File: src/rtl/fir_tap_feeder.sv
// FIR front end: serial coefficient load into a TAPS-entry bank, then a TAPS-deep
// sample delay line that strobes a full window to the MAC on every accepted sample.
module fir_tap_feeder #(
    parameter int DATA_WIDTH = 13,
    parameter int TAPS       = 8
) (
    input  logic                       CLK,
    input  logic                       RST_n,
    input  logic                       LOAD_START,
    input  logic                       COEF_VLD,
    input  logic [DATA_WIDTH-1:0]      COEF_DIN,
    input  logic [DATA_WIDTH-1:0]      DIN,
    input  logic                       VIN,
    output logic                       RDY_IN,
    input  logic                       MAC_RDY,
    output logic [TAPS*DATA_WIDTH-1:0] TP_W,
    output logic [TAPS*DATA_WIDTH-1:0] H,
    output logic                       WVOUT,
    output logic                       LOADED,
    output logic [1:0]                 DBG_STATE
);

    localparam int CW = $clog2(TAPS + 1);

    typedef enum logic [1:0] {
        S_IDLE = 2'd0,
        S_LOAD = 2'd1,
        S_RUN  = 2'd2
    } state_e;

    state_e                state_q, state_d;
    logic [CW-1:0]         coef_cnt, fill_cnt;
    logic [DATA_WIDTH-1:0] tap_q  [TAPS];
    logic [DATA_WIDTH-1:0] coef_q [TAPS];
    logic                  accept;
    logic                  wvout_q;

    // Handshake: a sample transfers on a rising edge where VIN && RDY_IN; the
    // upstream holds DIN stable until then. A LOAD_START in RUN discards a
    // sample presented in that same cycle even though RDY_IN is high.
    always_comb begin
        state_d = state_q;
        RDY_IN  = (state_q == S_RUN) && MAC_RDY;
        accept  = 1'b0;
        unique case (state_q)
            S_IDLE: if (LOAD_START) state_d = S_LOAD;
            S_LOAD: begin
                if (!LOAD_START && COEF_VLD && coef_cnt == CW'(TAPS - 1))
                    state_d = S_RUN;
            end
            S_RUN: begin
                if (LOAD_START) state_d = S_LOAD;
                else            accept  = VIN && MAC_RDY;
            end
            default: state_d = S_IDLE;
        endcase
    end

    always_ff @(posedge CLK) begin
        if (!RST_n) state_q <= S_IDLE;
        else        state_q <= state_d;
    end

    always_ff @(posedge CLK) begin
        if (!RST_n) begin
            coef_cnt <= '0;
            fill_cnt <= '0;
            wvout_q  <= 1'b0;
            for (int i = 0; i < TAPS; i++) begin
                tap_q[i]  <= '0;
                coef_q[i] <= '0;
            end
        end else begin
            wvout_q <= 1'b0;
            unique case (state_q)
                S_IDLE: if (LOAD_START) coef_cnt <= '0;
                S_LOAD: begin
                    if (LOAD_START) begin
                        // Restart takes priority; a coincident strobe lands in lane 0.
                        coef_cnt <= COEF_VLD ? CW'(1) : '0;
                        if (COEF_VLD) coef_q[0] <= COEF_DIN;
                    end else if (COEF_VLD) begin
                        for (int i = 0; i < TAPS; i++)
                            if (coef_cnt == CW'(i)) coef_q[i] <= COEF_DIN;
                        coef_cnt <= coef_cnt + CW'(1);
                    end
                end
                S_RUN: begin
                    if (LOAD_START) begin
                        coef_cnt <= '0;
                        fill_cnt <= '0;
                        for (int i = 0; i < TAPS; i++) tap_q[i] <= '0;
                    end else if (accept) begin
                        for (int i = TAPS - 1; i > 0; i--) tap_q[i] <= tap_q[i-1];
                        tap_q[0] <= DIN;
                        if (fill_cnt != CW'(TAPS)) fill_cnt <= fill_cnt + CW'(1);
                        wvout_q <= (fill_cnt >= CW'(TAPS - 1));
                    end
                end
                default: ;
            endcase
        end
    end

    always_comb begin
        TP_W = '0;
        H    = '0;
        for (int i = 0; i < TAPS; i++) begin
            TP_W[i*DATA_WIDTH +: DATA_WIDTH] = tap_q[i];
            H[i*DATA_WIDTH +: DATA_WIDTH]    = coef_q[i];
        end
    end

    assign WVOUT     = wvout_q;
    assign LOADED    = (state_q == S_RUN);
    assign DBG_STATE = state_q;

endmodule

File: config.mk
export PLATFORM = sky130hd
export DESIGN_NAME = fir_tap_feeder
export DESIGN_NICKNAME = d
export VERILOG_FILES = /design/src/rtl/fir_tap_feeder.sv
export SDC_FILE = /design/constraint.sdc
export NUM_CORES = 1
export LEC_CHECK = 0
export ABC_AREA = 1
export CORE_MARGIN = 10
export CORE_UTILIZATION = 25
export CTS_BUF_LIST = sky130_fd_sc_hd__clkbuf_8
export CTS_CLUSTER_SIZE = 20
export DETAILED_ROUTE_END_ITERATION = 16
export SLEW_MARGIN = 20
export SYNTH_ARGS = -nofsm -noshare
export SYNTH_HDL_FRONTEND = slang
export SYNTH_SLANG_ARGS = --single-unit
export TNS_END_PERCENT = 1
File: constraint.sdc
create_clock -name CLK -period 5.54 [get_ports CLK]
set_input_delay 1.108 -clock CLK [delete_from_list [all_inputs] [get_ports CLK]]
set_output_delay 1.108 -clock CLK [all_outputs]
set_load 0.02 [all_outputs]
== Word level (Yosys, flattened, before mapping) ==
Memory sizes are Yosys's and may differ from the RTL's.
Index checks and enable logic that the tools add are counted.

* Flip-flop bits (word level): 11
* Bits in writable memories: 208
* Input bits: 32
* Output and inout bits: 213
* Logic and storage cells: 166
* Memories: 2

{| class="wikitable"
|+ Memories
! name !! words !! width !! rd ports !! clocked after memory_dff !! write ports !! line !! source
|-
| coef_q || 8 || 13 || 8 || 0 || 8 || 34 || <nowiki>logic [DATA_WIDTH-1:0] coef_q [TAPS];</nowiki>
|-
| tap_q || 8 || 13 || 8 || 0 || 8 || 33 || <nowiki>logic [DATA_WIDTH-1:0] tap_q [TAPS];</nowiki>
|}

* Add/sub/neg operators: 2
* $lt $le $gt $ge: 1
* Equal/unequal tests: 13
* Multiplexer cells: 101
* Bitwise logic cells: 28
* Reduce and logical (&&, ||, !) cells: 15

{| class="wikitable"
|+ Operators by type and width
! cell !! number
|-
| 2-to-1 mux 13 bit || 25
|-
| 2-to-1 mux 1 bit || 66
|-
| OR 1 bit || 25
|-
| 2-to-1 mux 4 bit || 6
|-
| == test 4 x 3 -> 1 bit, second input constant || 4
|-
| adder 4 x 1 -> 4 bit, second input constant || 2
|-
| == test 4 x 2 -> 1 bit, second input constant || 2
|-
| one-hot mux 4 bit (2 select lines) || 1
|-
| AND reduction 3 bit || 2
|-
| nonzero test 2 bit || 3
|-
| == test 4 x 1 -> 1 bit, second input constant || 1
|-
| >= comparator 4 x 3 -> 1 bit, second input constant || 1
|-
| logical AND 1 bit || 4
|-
| zero test 4 bit || 1
|-
| 2-to-1 mux 2 bit || 2
|-
| != test 4 bit, second input constant || 1
|-
| one-hot mux 2 bit (2 select lines) || 1
|-
| OR reduction 4 bit || 1
|-
| != test 3 bit, second input constant || 1
|-
| inverter 1 bit || 3
|-
| == test 2 x 1 -> 1 bit, second input constant || 1
|-
| == test 2 bit, second input constant || 1
|-
| zero test 2 bit || 1
|-
| != test 2 x 1 -> 1 bit, second input constant || 1
|-
| 4 further kinds || 4
|}

== Depth between registers and ports, before layout ==
Gate-level depths: netlist of the first run.

* Depth after elaboration: 9
* Depth in mapped cells: 8
* Gate-level depth less buffers: 7

== Least setup slack after synthesis of the first run ==
Ideal clock, no wire load.

* Kind: in2reg
* Start point: input VIN
* End point: memory tap_q[0][0], enable pin
* Data arrival time: 2862 ps
* Data required time: 4797 ps
* Path slack: 1935 ps
* Stages: 5
* Path through: nand2_1 nor2_2 nand2_2 buf_1 nand3_1

{| class="wikitable"
|+ RTL lines
! element !! line !! source
|-
| start: declaration || 13 || <nowiki>input logic VIN,</nowiki>
|-
| end: declaration || 33 ||
|}

== Final worst setup path of the first run ==
* Start point: input MAC_RDY
* End point: output RDY_IN

* Cells in the longest elaborated chain, start to end: 1

{| class="wikitable"
|+ RTL lines
! element !! line !! source
|-
| start: declaration || 15 || <nowiki>input logic MAC_RDY,</nowiki>
|-
| logical AND 1 bit || 43 || <nowiki>RDY_IN = (state_q == S_RUN) && MAC_RDY;</nowiki>
|-
| end: declaration || 14 || <nowiki>output logic RDY_IN,</nowiki>
|}

Every way passes these cells.

==> impl_metrics.yaml, run 1 <==
outcome:
  status: "finished clean"
min_path:
  hold_start: "tap_q[1][43]"
  min_to: "tap_q[1][43]"
  hold_path_class: "reg2reg"
  hold_depth: 2
global_route:
  grt_start_max_net_pins: 70
  grt_pass1_wl_um: 37480
  overflow: 0
  track_usage: 0.1174
  grt_pass1_vias: 6178
  antenna_found_initial: 0
final_layout:
  fill_cells: 3263
  antenna_cells: 0
  layout.nets: 1012
  syn_to_final_growth_pct: 44.71
  ff_latch_area_um2: 6076
  drive_gt1_frac: 0.08674
  stdcell_count: 1445
  fin_util: 0.3668
  multi_input_area_um2: 1640
sta:
  fin_tns_setup_ps: 0
  tightest_slew_ps: 751.6
  fmax_mhz: 291.7
  clock-skew-final_ps: 25.48
  setup_violations: 0
  rsz0062_at_grt: "false"
  slew_violations: 0
  hold_violations: 0
  slew_headroom: 0.4989
  post-route-period-util: 0.6188
  holdWs_ps: 466.0
  min_period_ps: 3428
synthesis:
  synth.area.mux_share: 0
  yosys.area_share.simple: 0.1526
  synthCells: 710
  yosys.area.top_type: "edfxtp_1"
  netlist-cell-type-count: 29
  synthXorXnorAreaFrac: 0
  ys_ff_latch: 219
  synth_area_leaders: "edfxtp_1 (62%), dfxtp_1 (12%), nor2_1 (6.5%), inv_1 (4.8%), nand2_1 (4.5%)"
  syn_nets: 748
  synth_top_family_by_area: "simple AND/OR/NAND/NOR gates"
  syn_area_um2: 8247
  synthAdderAreaFrac: 0.009103
  ys_seq_area_frac: 0.7368
  synth_area_per_cell_um2: 11.62
  synthArstFlopShare: 0
  synth_top_cell_area_share: 0.6154
  synth_edf_count: 169
  synthFlopType: "edfxtp_1"
  ys_warn_count: 0
  synth_common_cells: "edfxtp_1 (169), nor2_1 (142), inv_1 (105)"
  synth_most_common_cell: "edfxtp_1"
  synth-compound-area-share: 0.03535
place:
  gp_congestion: 0.8022
  io_buffer_count: 244
  dp.cells: 1374
  hpwlAfterDp_um: 18180
routing:
  antenna_left: 0
  dr.pass1.iters: 4
  vias_per_cell: 4.108
  drt_iter0_markers: 278
  drt-total-wl_um: 24640
  drc: 0
  vias: 5936
  avgRoutedWirePerCell_um: 17.05
clocking:
  clk_pin_slew_ps: 60
  cts_tree: "done"
  hold_buffers: 0
  post-cts-setup-buffer-count: 0
  clock_latency_ps: 530
  clockBufferDepth: 3
  cts_buffers: 40
  cts_root_buffer: "clkbuf_8"
  cts_resized: 0
  cts.sinks: 219
  cts-htree-levels: 2
worst_setup_path:
  r2r_setup_slack_ps: 3380
  required_ps: 4430
  worstPathMaxFanout: 2
  cp.arrival_ps: 2320
  worstRegToRegCells: 5
  r2r_start: "DBG_STATE[1]"
  timing.rr.end: "tap_q[1][8]"
  end_kind: "primary output"
  start_kind: "input pin"
  crit_start: "MAC_RDY"
  path_class: "in2out"
floorplan:
  die_h_um: 201.6
  die-width_um: 201.6
  io_pins: 245
  initial_core_util: 0.2535
  core_um2: 32540
  num_rows: 66
  die_area_um2: 40650
pwr:
  cellPowerDensity_nw_per_um2: 304.5
  ir_drop_mv: 0.2143
  p_total_mw: 3.634
  cellLeakagePower_nw: 4.525
run:
  drv_cap: 0
## state kept, by name, summed over array words and instances (netlist names)
register   count
coef_cnt       4
DBG_STATE      2
fill_cnt       4
coef_q       104
tap_q        104
WVOUT          1
## per-stage QoR
stage / instance area, µm² / setup WS (ps)
after detailed placement: 11150 / 2030
after floorplan: 8247 / 1935
after global placement: 11150 / 2083
after global routing: 11930 / 2061
after CTS: 11930 / 2104
final: 11930 / 2112
## per-layer routing
metal  vias to the layer above  share of wire  track usage
met2                       254           0.44       0.1817
li1                       2851              -            -
met5                         -              0            0
met3                        40           0.14      0.07631
met1                      2791           0.39       0.1287
met4                         0          0.023      0.03678
## worst max path at each step
stage / endpoint / slack, ps / depth (start not counted)
final: RDY_IN / 2110 / 4
after CTS: RDY_IN / 2100 / 4
after global placement: tap_q[0][7] / 2080 / 5
after floorplan: tap_q[0][0] / 1930 / 5
after detailed placement: tap_q[1][23] / 2030 / 4
after global routing: RDY_IN / 2060 / 4
## final cells by class
type / instances / area share
clock buffer: 44 / 0.05074
clock inverter: 27 / 0.01468
inverter: 109 / 0.03428
multi-input combinational: 355 / 0.1375
sequential: 219 / 0.5091
tap: 442 / 0.04634
timing repair buffer: 249 / 0.2074
## where the power goes
group	internal (mW)	total, mW	switching (mW)
registers	1.82	1.85	0.0236
logic	0.120	0.297	0.177
clock network	0.825	1.49	0.664
## worst max-delay path: stages
cell,delay [ps]
clkdlybuf4s50_1,480
inv_1,40
nor2_1,90
clkdlybuf4s50_1,600
## cell families (layout without fill, tap and decap cells)
group,count (synthesis),in the layout
AOI/OAI and AO/OA,54,54
and+or+nand+nor,295,295
DFF,219,219
buffers and inverters,136,429
adders and majority gates,6,6
## cells in the final DEF, fill, tap and decap left out, drive strengths merged
master and instances:
a21oi 24, a31oi 1, buf 6, bufinv 2, clkbuf 44, clkdlybuf4s50 243, clkinv 9, dfxtp 50
edfxtp 169, ha 6, inv 125, nand2 102, nand3 31, nand4 3, nor2 155, nor3 1
nor3b 2, o21ai 15, o22ai 12, o31ai 2, or2 1
Note: power is estimated with default switching activity, not from simulation.
==> run 2: changes to the inputs <==
==> constraint.sdc (replaced) <==
create_clock -name CLK -period 3 [get_ports CLK]
set_input_delay 0.6 -clock CLK [delete_from_list [all_inputs] [get_ports CLK]]
set_output_delay 0.6 -clock CLK [all_outputs]
set_load 0.02 [all_outputs]
==> impl_metrics.yaml, run 2 (synthesis gave the netlist of run 1 again) <==
routing:
  antenna_left: 0
  vias_per_cell: 4.108
  drt_iter0_markers: 392
  drt-total-wl_um: 25090
  dr.pass1.iters: 5
  avgRoutedWirePerCell_um: 17.24
  drc: 0
  vias: 5977
sta:
  clock-skew-final_ps: 17.46
  setup_violations: 0
  post-route-period-util: 0.8026
  slew_headroom: 0.5931
  tightest_slew_ps: 608.9
  hold_violations: 0
  min_period_ps: 2408
  slew_violations: 0
  fmax_mhz: 415.3
  fin_tns_setup_ps: 0
  holdWs_ps: 468.4
  rsz0062_at_grt: "false"
clocking:
  cts_resized: 0
  post-cts-setup-buffer-count: 0
  cts_root_buffer: "clkbuf_8"
  cts_buffers: 40
  cts-htree-levels: 2
  clk_pin_slew_ps: 50
  cts_tree: "done"
  clock_latency_ps: 530
  cts.sinks: 219
  clockBufferDepth: 3
  hold_buffers: 0
place:
  dpl-instance-area_um2: 11250
  hpwlAfterDp_um: 18400
  io_buffer_count: 244
  gp_congestion: 0.8392
  dp.cells: 1383
worst_setup_path:
  path_class: "in2out"
  end_kind: "primary output"
  required_ps: 2400
  start_kind: "input pin"
  r2r_setup_slack_ps: 1100
  cp.arrival_ps: 1810
  worstPathMaxFanout: 2
  worstRegToRegCells: 5
final_layout:
  antenna_cells: 0
  layout_common_cells: "clkdlybuf4s50_1 (243), edfxtp_1 (169), nor2_1 (142)"
  reg.largest.list: "coef_q: 104 flops, tap_q: 104 flops"
  final_cell_area_um2: 12010
  drive_gt1_frac: 0.09378
  stdcell_count: 1455
  final_common_cell: "clkdlybuf4s50_1"
  syn_to_final_growth_pct: 45.64
  layout.nets: 1021
floorplan:
  num_rows: 66
  die_area_um2: 40650
  io_pins: 245
  core_um2: 32540
  initial_core_util: 0.2535
  die-width_um: 201.6
  die_h_um: 201.6
pwr:
  ir_drop_mv: 0.3229
  cellPowerDensity_nw_per_um2: 557.1
  p_comb_frac: 0.083
  power_switching_mw: 1.633
  clockPowerShare: 0.407
  seq_power_share: 0.510
  cellLeakagePower_nw: 4.556
  p_int_mw: 5.058
  p_total_mw: 6.691
  swShare: 0.2440
min_path:
  hold_path_class: "reg2reg"
  hold_depth: 2
global_route:
  antenna_found_initial: 0
  grt_pass1_wl_um: 37940
  grt_start_max_net_pins: 67
  track_usage: 0.1188
  overflow: 0
  grt_pass1_vias: 6355
run:
  drv_cap: 0
outcome:
  status: "finished clean"
run 2: power groups by stage:
| stage | registers [mW] | logic, mW | clock network [mW] |
|---|---|---|---|
| after global placement | 3.47 | 0.560 | 0 |
| final | 3.41 | 0.554 | 2.72 |
| after global routing | 3.43 | 0.589 | 2.97 |
| after CTS | 3.42 | 0.565 | 2.84 |
| after floorplan | 3.60 | 0.109 | 0 |
| after detailed placement | 3.48 | 0.563 | 0 |
run 2: routing by layer:
layer,GRT usage,vias to the layer above,wire length (µm),share of wire
li1,-,2868,-,-
met2,0.1834,285,10820,0.43
met1,0.1348,2777,10290,0.41
met3,0.07213,47,3425,0.14
met4,0.03436,0,552,0.022
met5,0,-,0,0
run 2: layout make-up:
class / count / area, µm²
clock inverter: 27 / 145.1
inverter: 109 / 409.1
tap: 442 / 553.0
multi-input combinational: 355 / 1640
sequential: 219 / 6076
timing repair buffer: 258 / 2567
fill: 3227 / 20530
clock buffer: 45 / 619.3
run 2: path summary, 6_finish.rpt:
check               start             to
max               MAC_RDY         RDY_IN
min          tap_q[1][47]   tap_q[1][47]
max reg2reg   coef_cnt[0]  coef_q[1][44]
min reg2reg  tap_q[1][47]   tap_q[1][47]
run 2: worst max-delay path, cell delays in order:
cell and delay [ps]:
clkdlybuf4s50_1 470, inv_1 40, nor2_1 90, clkdlybuf4s50_1 610
run 2: per-stage QoR:
stage | setup slack, ps | util
after floorplan | 551.8 | -
after global placement | 493.4 | 0.3456
after detailed placement | 462.5 | 0.3456
after CTS | 528.1 | 0.3691
after global routing | 459.6 | 0.3691
final | 592.3 | 0.3691
==> run 3: changes to the inputs <==
==> constraint.sdc (replaced) <==
create_clock -name CLK -period 2.1 [get_ports CLK]
set_input_delay 0.42 -clock CLK [delete_from_list [all_inputs] [get_ports CLK]]
set_output_delay 0.42 -clock CLK [all_outputs]
set_load 0.02 [all_outputs]
==> impl_metrics.yaml, run 3 (synthesis gave the netlist of run 1 again) <==
worst_setup_path:
  cp.arrival_ps: 1590
  critPathTopFamily: "buffers and inverters"
  required_ps: 1680
  cpMaxStageDelayCell: "clkdlybuf4s50_1"
  end_kind: "primary output"
  path_buf_inv: 1
  worstPathMaxFanout: 2
  start_kind: "register"
  path_class: "reg2out"
  crit_chain: "clkdlybuf4s50_1"
  r2r_setup_slack_ps: 390
  cpPeakStageDelay_ps: 660
run:
  drv_cap: 0
floorplan:
  num_rows: 66
  core_um2: 32540
  die_area_um2: 40650
  die_h_um: 201.6
  initial_core_util: 0.2535
  io_pins: 245
  die-width_um: 201.6
sta:
  fmax_mhz: 497.9
  setup_violations: 0
  post-route-period-util: 0.9564
  tightest_slew_ps: 364.5
  rsz0062_at_grt: "false"
  slew_headroom: 0.7562
  slew_violations: 0
  clock-skew-final_ps: 37.44
  fin_tns_setup_ps: 0
  min_period_ps: 2008
  hold_violations: 0
clocking:
  cts-htree-levels: 2
  cts_root_buffer: "clkbuf_8"
  clockBufferDepth: 3
  cts_tree: "done"
  cts.sinks: 219
  cts_resized: 3
  post-cts-setup-buffer-count: 0
  cts_buffers: 39
  clk_pin_slew_ps: 60
  clock_latency_ps: 520
  hold_buffers: 0
routing:
  vias: 6037
  drt-met1-wl_um: 10000
  vias_per_cell: 4.098
  dr.pass1.iters: 4
  met3_length_um: 3369
  antenna_left: 0
  drc: 0
  drt-total-wl_um: 24810
  dr_wl_met2_um: 10950
  avgRoutedWirePerCell_um: 16.85
  drt_iter0_markers: 365
  routed.top_layer: "met4"
place:
  io_buffer_count: 244
  hpwlAfterDp_um: 18610
  gp_congestion: 0.8025
outcome:
  status: "finished clean"
global_route:
  grt_pass1_vias: 6229
  grt_start_max_net_pins: 44
  overflow: 0
  grt_pass1_wl_um: 37680
  track_usage: 0.1177
  antenna_found_initial: 0
final_layout:
  drive_gt1_frac: 0.1135
  fin_util: 0.3773
  layout_common_cells: "clkdlybuf4s50_1 (237), edfxtp_1 (169), nor2_1 (142)"
  multi_input_area_um2: 1648
  syn_to_final_growth_pct: 48.84
  reg.largest.list: "coef_q: 104 flops, tap_q: 104 flops"
  ff_latch_area_um2: 6077
  antenna_cells: 0
  fill_cells: 3224
  final_common_cell: "clkdlybuf4s50_1"
  layout.nets: 1040
pwr:
  cellLeakagePower_nw: 4.729
  ir_drop_mv: 0.5250
  cellPowerDensity_nw_per_um2: 768.4
min_path:
  hold_path_class: "in2reg"
==> run 3: cell type report <==
| class | instances | share of cell area |
|---|---|---|
| Multi-Input combinational cell | 355 | 0.1343 |
| Sequential cell | 219 | 0.4951 |
| Clock buffer | 42 | 0.04709 |
| Tap cell | 442 | 0.04506 |
| Inverter | 109 | 0.03333 |
| Timing Repair Buffer | 278 | 0.2329 |
| Clock inverter | 28 | 0.01223 |
==> run 3: final timing paths <==
path / endpoint / cells past startpoint / start
max: TP_W[69] / 1 / tap_q[1][17]
min: fill_cnt[1] / 4 / RST_n
max reg2reg: coef_q[0][35] / 6 / DBG_STATE[1]
min reg2reg: tap_q[1][43] / 2 / tap_q[1][43]
==> run 3: report_power, final <==
group	leakage, nW	internal, mW	switching (mW)
logic	2.18	0.361	0.469
registers	2.13	4.81	0.0679
clock network	0.419	1.98	1.75
==> run 3: per-layer routing <==
layer	track usage	vias to the layer above
met2	0.1826	263
met3	0.07293	36
met5	0	-
li1	-	2910
met1	0.1328	2828
met4	0.03221	0
==> run 3: metrics by stage <==
step / setup slack (ps) / total power, mW / instances / area [µm²] / hold WS, ps
2_1_floorplan: -298.2 / 5.303 / 710 / 8259 / 458.5
3_3_place_gp: 15.56 / 5.805 / 1403 / 11540 / 457.6
3_5_place_dp: 33.11 / 5.814 / 1403 / 11540 / 458.4
4_1_cts: 10.55 / 9.580 / 1473 / 12270 / 364.8
5_1_grt: 15.95 / 9.834 / 1473 / 12270 / 390.5
6_report: 91.57 / 9.431 / 1473 / 12270 / 389.8
